<file path="config.mk">
export PLATFORM = sky130hd
export DESIGN_NAME = enable_burst_sequencer
export DESIGN_NICKNAME = d
export VERILOG_FILES = /design/src/rtl/enable_sequencer_pkg.sv /design/src/rtl/enable_burst_sequencer_rising_edge_detector.sv /design/src/rtl/enable_burst_sequencer.sv
export SDC_FILE = /design/constraint.sdc
export NUM_CORES = 1
export LEC_CHECK = 0
export ABC_CLOCK_PERIOD_IN_PS = 5500
export CAP_MARGIN = 15
export CORE_MARGIN = 2
export CORE_UTILIZATION = 25
export CTS_BUF_LIST = sky130_fd_sc_hd__clkbuf_4
export CTS_CLUSTER_SIZE = 28
export DETAILED_ROUTE_END_ITERATION = 10
export DONT_BUFFER_PORTS = 1
export HOLD_SLACK_MARGIN = 0.15
export PLACE_DENSITY = 0.49
export RECOVER_POWER = 100
export SYNTH_ARGS = -nofsm -noshare
export SYNTH_HDL_FRONTEND = slang
export SYNTH_SLANG_ARGS = --single-unit
</file>
<file path="constraint.sdc">
create_clock -name clock -period 5.5 [get_ports clock]
set_input_delay 1.1 -clock clock [delete_from_list [all_inputs] [get_ports clock]]
set_output_delay 1.1 -clock clock [all_outputs]
set_load 0.05 [all_outputs]
</file>
<file path="src/rtl/enable_sequencer_pkg.sv">
// Shared types for the enable burst sequencer: FSM state encoding.
package enable_sequencer_pkg;

    localparam int STATE_W = 2;

    typedef enum logic [STATE_W-1:0] {
        IDLE  = 2'd0,
        ARMED = 2'd1,
        DELAY = 2'd2,
        RUN   = 2'd3
    } seq_state_e;

endpackage

</file>
<file path="src/rtl/enable_burst_sequencer_rising_edge_detector.sv">
// One-cycle rise detector for a level that is already synchronous to clock.
module rising_edge_detector (
    input  logic clock,
    input  logic reset,
    input  logic level,
    output logic rise
);

    logic prev_q;
    logic prev_d;

    // Remember the previous-cycle level so a level already high never reads as an edge.
    always_comb begin
        prev_d = level;
    end

    // History register, cleared to 0 on reset.
    always_ff @(posedge clock or posedge reset) begin
        if (reset) begin
            prev_q <= 1'b0;
        end else begin
            prev_q <= prev_d;
        end
    end

    assign rise = level & ~prev_q;

endmodule

</file>
<file path="src/rtl/enable_burst_sequencer.sv">
// Sequences an external enable generator: optional trigger arming, a pre-delay,
// then a run phase that counts enable pulses until the burst length or a stop.
module enable_burst_sequencer
    import enable_sequencer_pkg::*;
#(
    parameter int COUNTER_WIDTH = 32
) (
    input  logic                     clock,
    input  logic                     reset,
    input  logic                     start,
    input  logic                     stop,
    input  logic                     trigger,
    input  logic                     arm_mode,
    input  logic [COUNTER_WIDTH-1:0] pre_delay,
    input  logic [COUNTER_WIDTH-1:0] burst_length,
    input  logic                     enable_pulse_in,
    output logic                     gen_enable_out,
    output logic                     busy,
    output logic                     done,
    output logic                     aborted,
    output logic [COUNTER_WIDTH-1:0] pulse_count,
    output logic [STATE_W-1:0]       state
);

    localparam logic [COUNTER_WIDTH-1:0] ONE      = COUNTER_WIDTH'(1);
    localparam logic [COUNTER_WIDTH-1:0] ALL_ONES = {COUNTER_WIDTH{1'b1}};

    seq_state_e               state_q, state_d;
    logic [COUNTER_WIDTH-1:0] pre_delay_q, pre_delay_d;
    logic [COUNTER_WIDTH-1:0] burst_len_q, burst_len_d;
    logic [COUNTER_WIDTH-1:0] delay_cnt_q, delay_cnt_d;
    logic [COUNTER_WIDTH-1:0] pulse_count_q, pulse_count_d;
    logic                     gen_enable_q, gen_enable_d;
    logic                     done_q, done_d;
    logic                     aborted_q, aborted_d;
    logic                     trig_rise;

    rising_edge_detector u_trig_edge (
        .clock (clock),
        .reset (reset),
        .level (trigger),
        .rise  (trig_rise)
    );

    // Next-state, config latching, delay countdown and pulse counting; stop has top priority.
    always_comb begin
        state_d       = state_q;
        pre_delay_d   = pre_delay_q;
        burst_len_d   = burst_len_q;
        delay_cnt_d   = delay_cnt_q;
        pulse_count_d = pulse_count_q;
        done_d        = 1'b0;
        aborted_d     = 1'b0;

        case (state_q)
            IDLE: begin
                if (start && !stop) begin
                    pre_delay_d   = pre_delay;
                    burst_len_d   = burst_length;
                    pulse_count_d = '0;
                    if (arm_mode) begin
                        state_d = ARMED;
                    end else if (pre_delay != '0) begin
                        state_d     = DELAY;
                        delay_cnt_d = pre_delay - ONE;
                    end else begin
                        state_d = RUN;
                    end
                end
            end
            ARMED: begin
                if (stop) begin
                    state_d   = IDLE;
                    aborted_d = 1'b1;
                end else if (trig_rise) begin
                    if (pre_delay_q != '0) begin
                        state_d     = DELAY;
                        delay_cnt_d = pre_delay_q - ONE;
                    end else begin
                        state_d = RUN;
                    end
                end
            end
            DELAY: begin
                if (stop) begin
                    state_d   = IDLE;
                    aborted_d = 1'b1;
                end else if (delay_cnt_q == '0) begin
                    state_d = RUN;
                end else begin
                    delay_cnt_d = delay_cnt_q - ONE;
                end
            end
            RUN: begin
                if (stop) begin
                    state_d   = IDLE;
                    aborted_d = 1'b1;
                end else if (enable_pulse_in) begin
                    if (pulse_count_q != ALL_ONES) begin
                        pulse_count_d = pulse_count_q + ONE;
                    end
                    if ((burst_len_q != '0) && (pulse_count_d == burst_len_q)) begin
                        state_d = IDLE;
                        done_d  = 1'b1;
                    end
                end
            end
            default: begin
                state_d = IDLE;
            end
        endcase

        gen_enable_d = (state_d == RUN);
    end

    // State and datapath registers; reset clears everything including the generator enable.
    always_ff @(posedge clock or posedge reset) begin
        if (reset) begin
            state_q       <= IDLE;
            pre_delay_q   <= '0;
            burst_len_q   <= '0;
            delay_cnt_q   <= '0;
            pulse_count_q <= '0;
            gen_enable_q  <= 1'b0;
            done_q        <= 1'b0;
            aborted_q     <= 1'b0;
        end else begin
            state_q       <= state_d;
            pre_delay_q   <= pre_delay_d;
            burst_len_q   <= burst_len_d;
            delay_cnt_q   <= delay_cnt_d;
            pulse_count_q <= pulse_count_d;
            gen_enable_q  <= gen_enable_d;
            done_q        <= done_d;
            aborted_q     <= aborted_d;
        end
    end

    assign gen_enable_out = gen_enable_q;
    assign busy           = (state_q != IDLE);
    assign done           = done_q;
    assign aborted        = aborted_q;
    assign pulse_count    = pulse_count_q;
    assign state          = state_q;

endmodule

</file>
==> flow_metrics.tcl <==
set metrics [dict create \
    drt_wl_total_um 26280 \
    core_um2 32370 \
    grt_overflow 0 \
    netlist_instances 879 \
    worst_slew_pin_slew_ps 3848 \
    area_growth_pct 8.918 \
    ctsResizeCount 0 \
    grt_util_met3 0.05092 \
    hold_class "reg -> reg" \
    via_per_inst 5.176 \
    final_cell_mix "134 x dfrtp_1, 116 x nand2_1, 92 x o21ai_0, 65 x mux2_2, 46 x xnor2_1" \
    endpoint_kind "flip-flop" \
    gr-usage-met2 0.2515 \
    cp_max_fo 19 \
    drive_above_1_share 0.1303 \
    clock_latency_ps 590 \
    grt.busiest_layer "met2" \
    antenna_found_initial 3 \
    netlist_area_um2 8179 \
    whs_path_depth 2 \
    cts-buffers-inserted 17 \
    postCtsSetupBuffers 0 \
    synth_edf_count 0 \
    status "complete, but fails checks" \
    async_flop_share 1.000 \
    postSynthAreaPerCell_um2 9.305 \
    hp-start "delay_cnt_q[1]" \
    grt_max_degree 102 \
    ys_ff_latch 134 \
    relSlewSlack -1.565 \
    cts_tree "built" \
    clock_sinks 134 \
    power.density_nw_per_um2 505.0 \
    drt-initial-drc-count 533 \
    drv_slew 166 \
    die_x_um 184.9 \
    setup_slack_ps 841.5 \
    maxCapViolations 2 \
    final.period_utilization 0.8470 \
    dr.pass1.iters 5 \
    yosys-top-cells-area "dfrtp_1 41%, mux2_2 8.9%, o21ai_0 5.4%, nand2_1 5.4%, xnor2_1 4.9%" \
    dp_hpwl_um 19510 \
    post_drt_wl_per_cell_um 20.06 \
    die_h_um 184.9 \
    fmax_mhz 214.7 \
    root_buffer "clkbuf_4" \
    ios 109 \
    cts_buffer_depth 2 \
    dr_total_vias 6780 \
    ctsHoldBuffers 0 \
    remaining_drc_errors 0 \
    die_area_um2 34180 \
    htreeDepth 4 \
    clk_pin_slew_ps 130 \
    grt_util_all_layers 0.1561 \
    port_buffers 0 \
    final_common_cell "dfrtp_1" \
    p_leak_nw 3.351 \
    r2r_slack_ps 840 \
    n_fill_cell 3496 \
    violations "max-capacitance violations, max-slew violations" \
    synth_cell_types 62 \
    ir_worst_vdd_v 0.0002130 \
    rr_startpoint "state[0]" \
    synth_top_cell_area_share 0.4100 \
    finalClockSkew_ps 27.26 \
    synth_nets 956 \
    holdPathEnd "delay_cnt_q[1]" \
    met1_usage 0.2002 \
    gp_congestion 0.8842 \
    r2r_cells 12 \
    row_count 66 \
    nets 931 \
    pre_cts_slack_ps 1265 \
    holdWs_ps 541.0 \
    postPlaceCellArea_um2 8606 \
    hold_violations 0 \
    synth_ff_type "dfrtp_1" \
    setup_viol 0 \
    ys_seq_area_frac 0.4100 \
    finalSetupTns_ps 0 \
    ant_nets 0 \
    startpoint_type "flip-flop" \
    yosysWarnings 0 \
    initial_utilization 0.2527 \
    r2r-end "delay_cnt_q[30]" \
    rsz0062_at_grt "false" \
    crit_type "reg -> reg" \
    synth_area_leader_cell "dfrtp_1" \
    cp_data_required_time_ps 5890 \
    final_area_um2 8909 \
    cp.arrival_ps 5040 \
    grt_pass1_wl_um 40120 \
    grt_pass1_vias 6472 \
    fin_crit_ps 4659 \
]
cell families after synthesis:
family | synth area share
xor+xnor | 0.07496
mux | 0.1164
buf+inv | 0.03197
simple gates | 0.2051
flops | 0.4100
compound gates | 0.1524
fa+ha+maj | 0.009178
layout make-up:
cell class              count  area (um^2)  share of cell area
flip-flops and latches    134         3353              0.3764
clock inverters            10        177.7             0.01994
well taps                 442        553.0             0.06208
repair buffers             12        63.81            0.007163
diodes                      1        2.502           0.0002809
multi-input cells         682         4567              0.5126
inverters                   7        26.28            0.002949
clock buffers              22        165.2             0.01854
per-stage QoR:
stage / power (mW) / utilization / std cells
after floorplan: 3.197 / - / 879
after global placement: 3.703 / 0.2658 / 1277
after detailed placement: 3.712 / 0.2658 / 1277
after CTS: 4.545 / 0.2764 / 1309
after global routing: 4.841 / 0.2752 / 1310
final: 4.499 / 0.2752 / 1310
where the power goes:
part / total [mW] / switching [mW] / leakage, nW / internal, mW
registers: 1.82 / 0.462 / 1.68 / 1.36
clock network: 0.814 / 0.385 / 0.188 / 0.429
logic: 1.87 / 1.04 / 1.48 / 0.829
layer usage:
metal  share of wire  routed length (um)
met3           0.073                1927
met1            0.44               11550
met5          0.0011                  30
met2            0.47               12390
met4           0.015                 385
registers in the layout (all words and copies together), names as in the netlist:
register            count
u_trig_edge.prev_q      1
state                   2
gen_enable_out          1
aborted                 1
delay_cnt_q            32
pre_delay_q            32
burst_len_q            32
pulse_count            32
done                    1
cells in the mapped netlist, drive strengths merged (2+ instances only):
| library cell | number |
|---|---|
| buf | 19 |
| a31oi | 4 |
| and2 | 8 |
| xor2 | 24 |
| inv | 7 |
| a2111oi | 2 |
| clkbuf | 37 |
| o31ai | 13 |
| and3 | 14 |
| nor2b | 8 |
| nand3b | 2 |
| nand2 | 117 |
| a22oi | 15 |
| a21oi | 26 |
| xnor2 | 46 |
| or3b | 2 |
| ha | 6 |
| mux2i | 22 |
| nand2b | 3 |
| a22o | 18 |
| and4 | 10 |
| nand3 | 24 |
| a21o | 3 |
| o2111ai | 2 |
| mux2 | 65 |
| o211ai | 5 |
| o22ai | 4 |
| or4 | 5 |
| nor3 | 13 |
| nor4 | 39 |
| nand4 | 34 |
| o21ai | 93 |
| nor2 | 37 |
| dfrtp | 134 |
worst max-delay path by stage:
stage / from / to / slack [ps] / cells past startpoint
3_3_place_gp: state[0] / delay_cnt_q[24] / 1350 / 12
3_5_place_dp: state[0] / delay_cnt_q[24] / 1270 / 12
4_1_cts: state[0] / delay_cnt_q[28] / 1210 / 12
2_1_floorplan: reset / aborted / 820 / 1
5_1_grt: state[0] / delay_cnt_q[28] / 470 / 12
6_report: state[0] / delay_cnt_q[30] / 840 / 12
critical path, cell delays in order (launching register included):
cell and delay, ps:
dfrtp_1 800, inv_1 200, ha_1 500, clkbuf_1 430, a22o_1 290, mux2i_1 210
nand4_1 210, or4_1 490, or3b_1 480, nor3_1 450, nand2_1 130, xnor2_1 150
o21ai_0 80
Note: power is estimated with default switching activity, not from simulation.
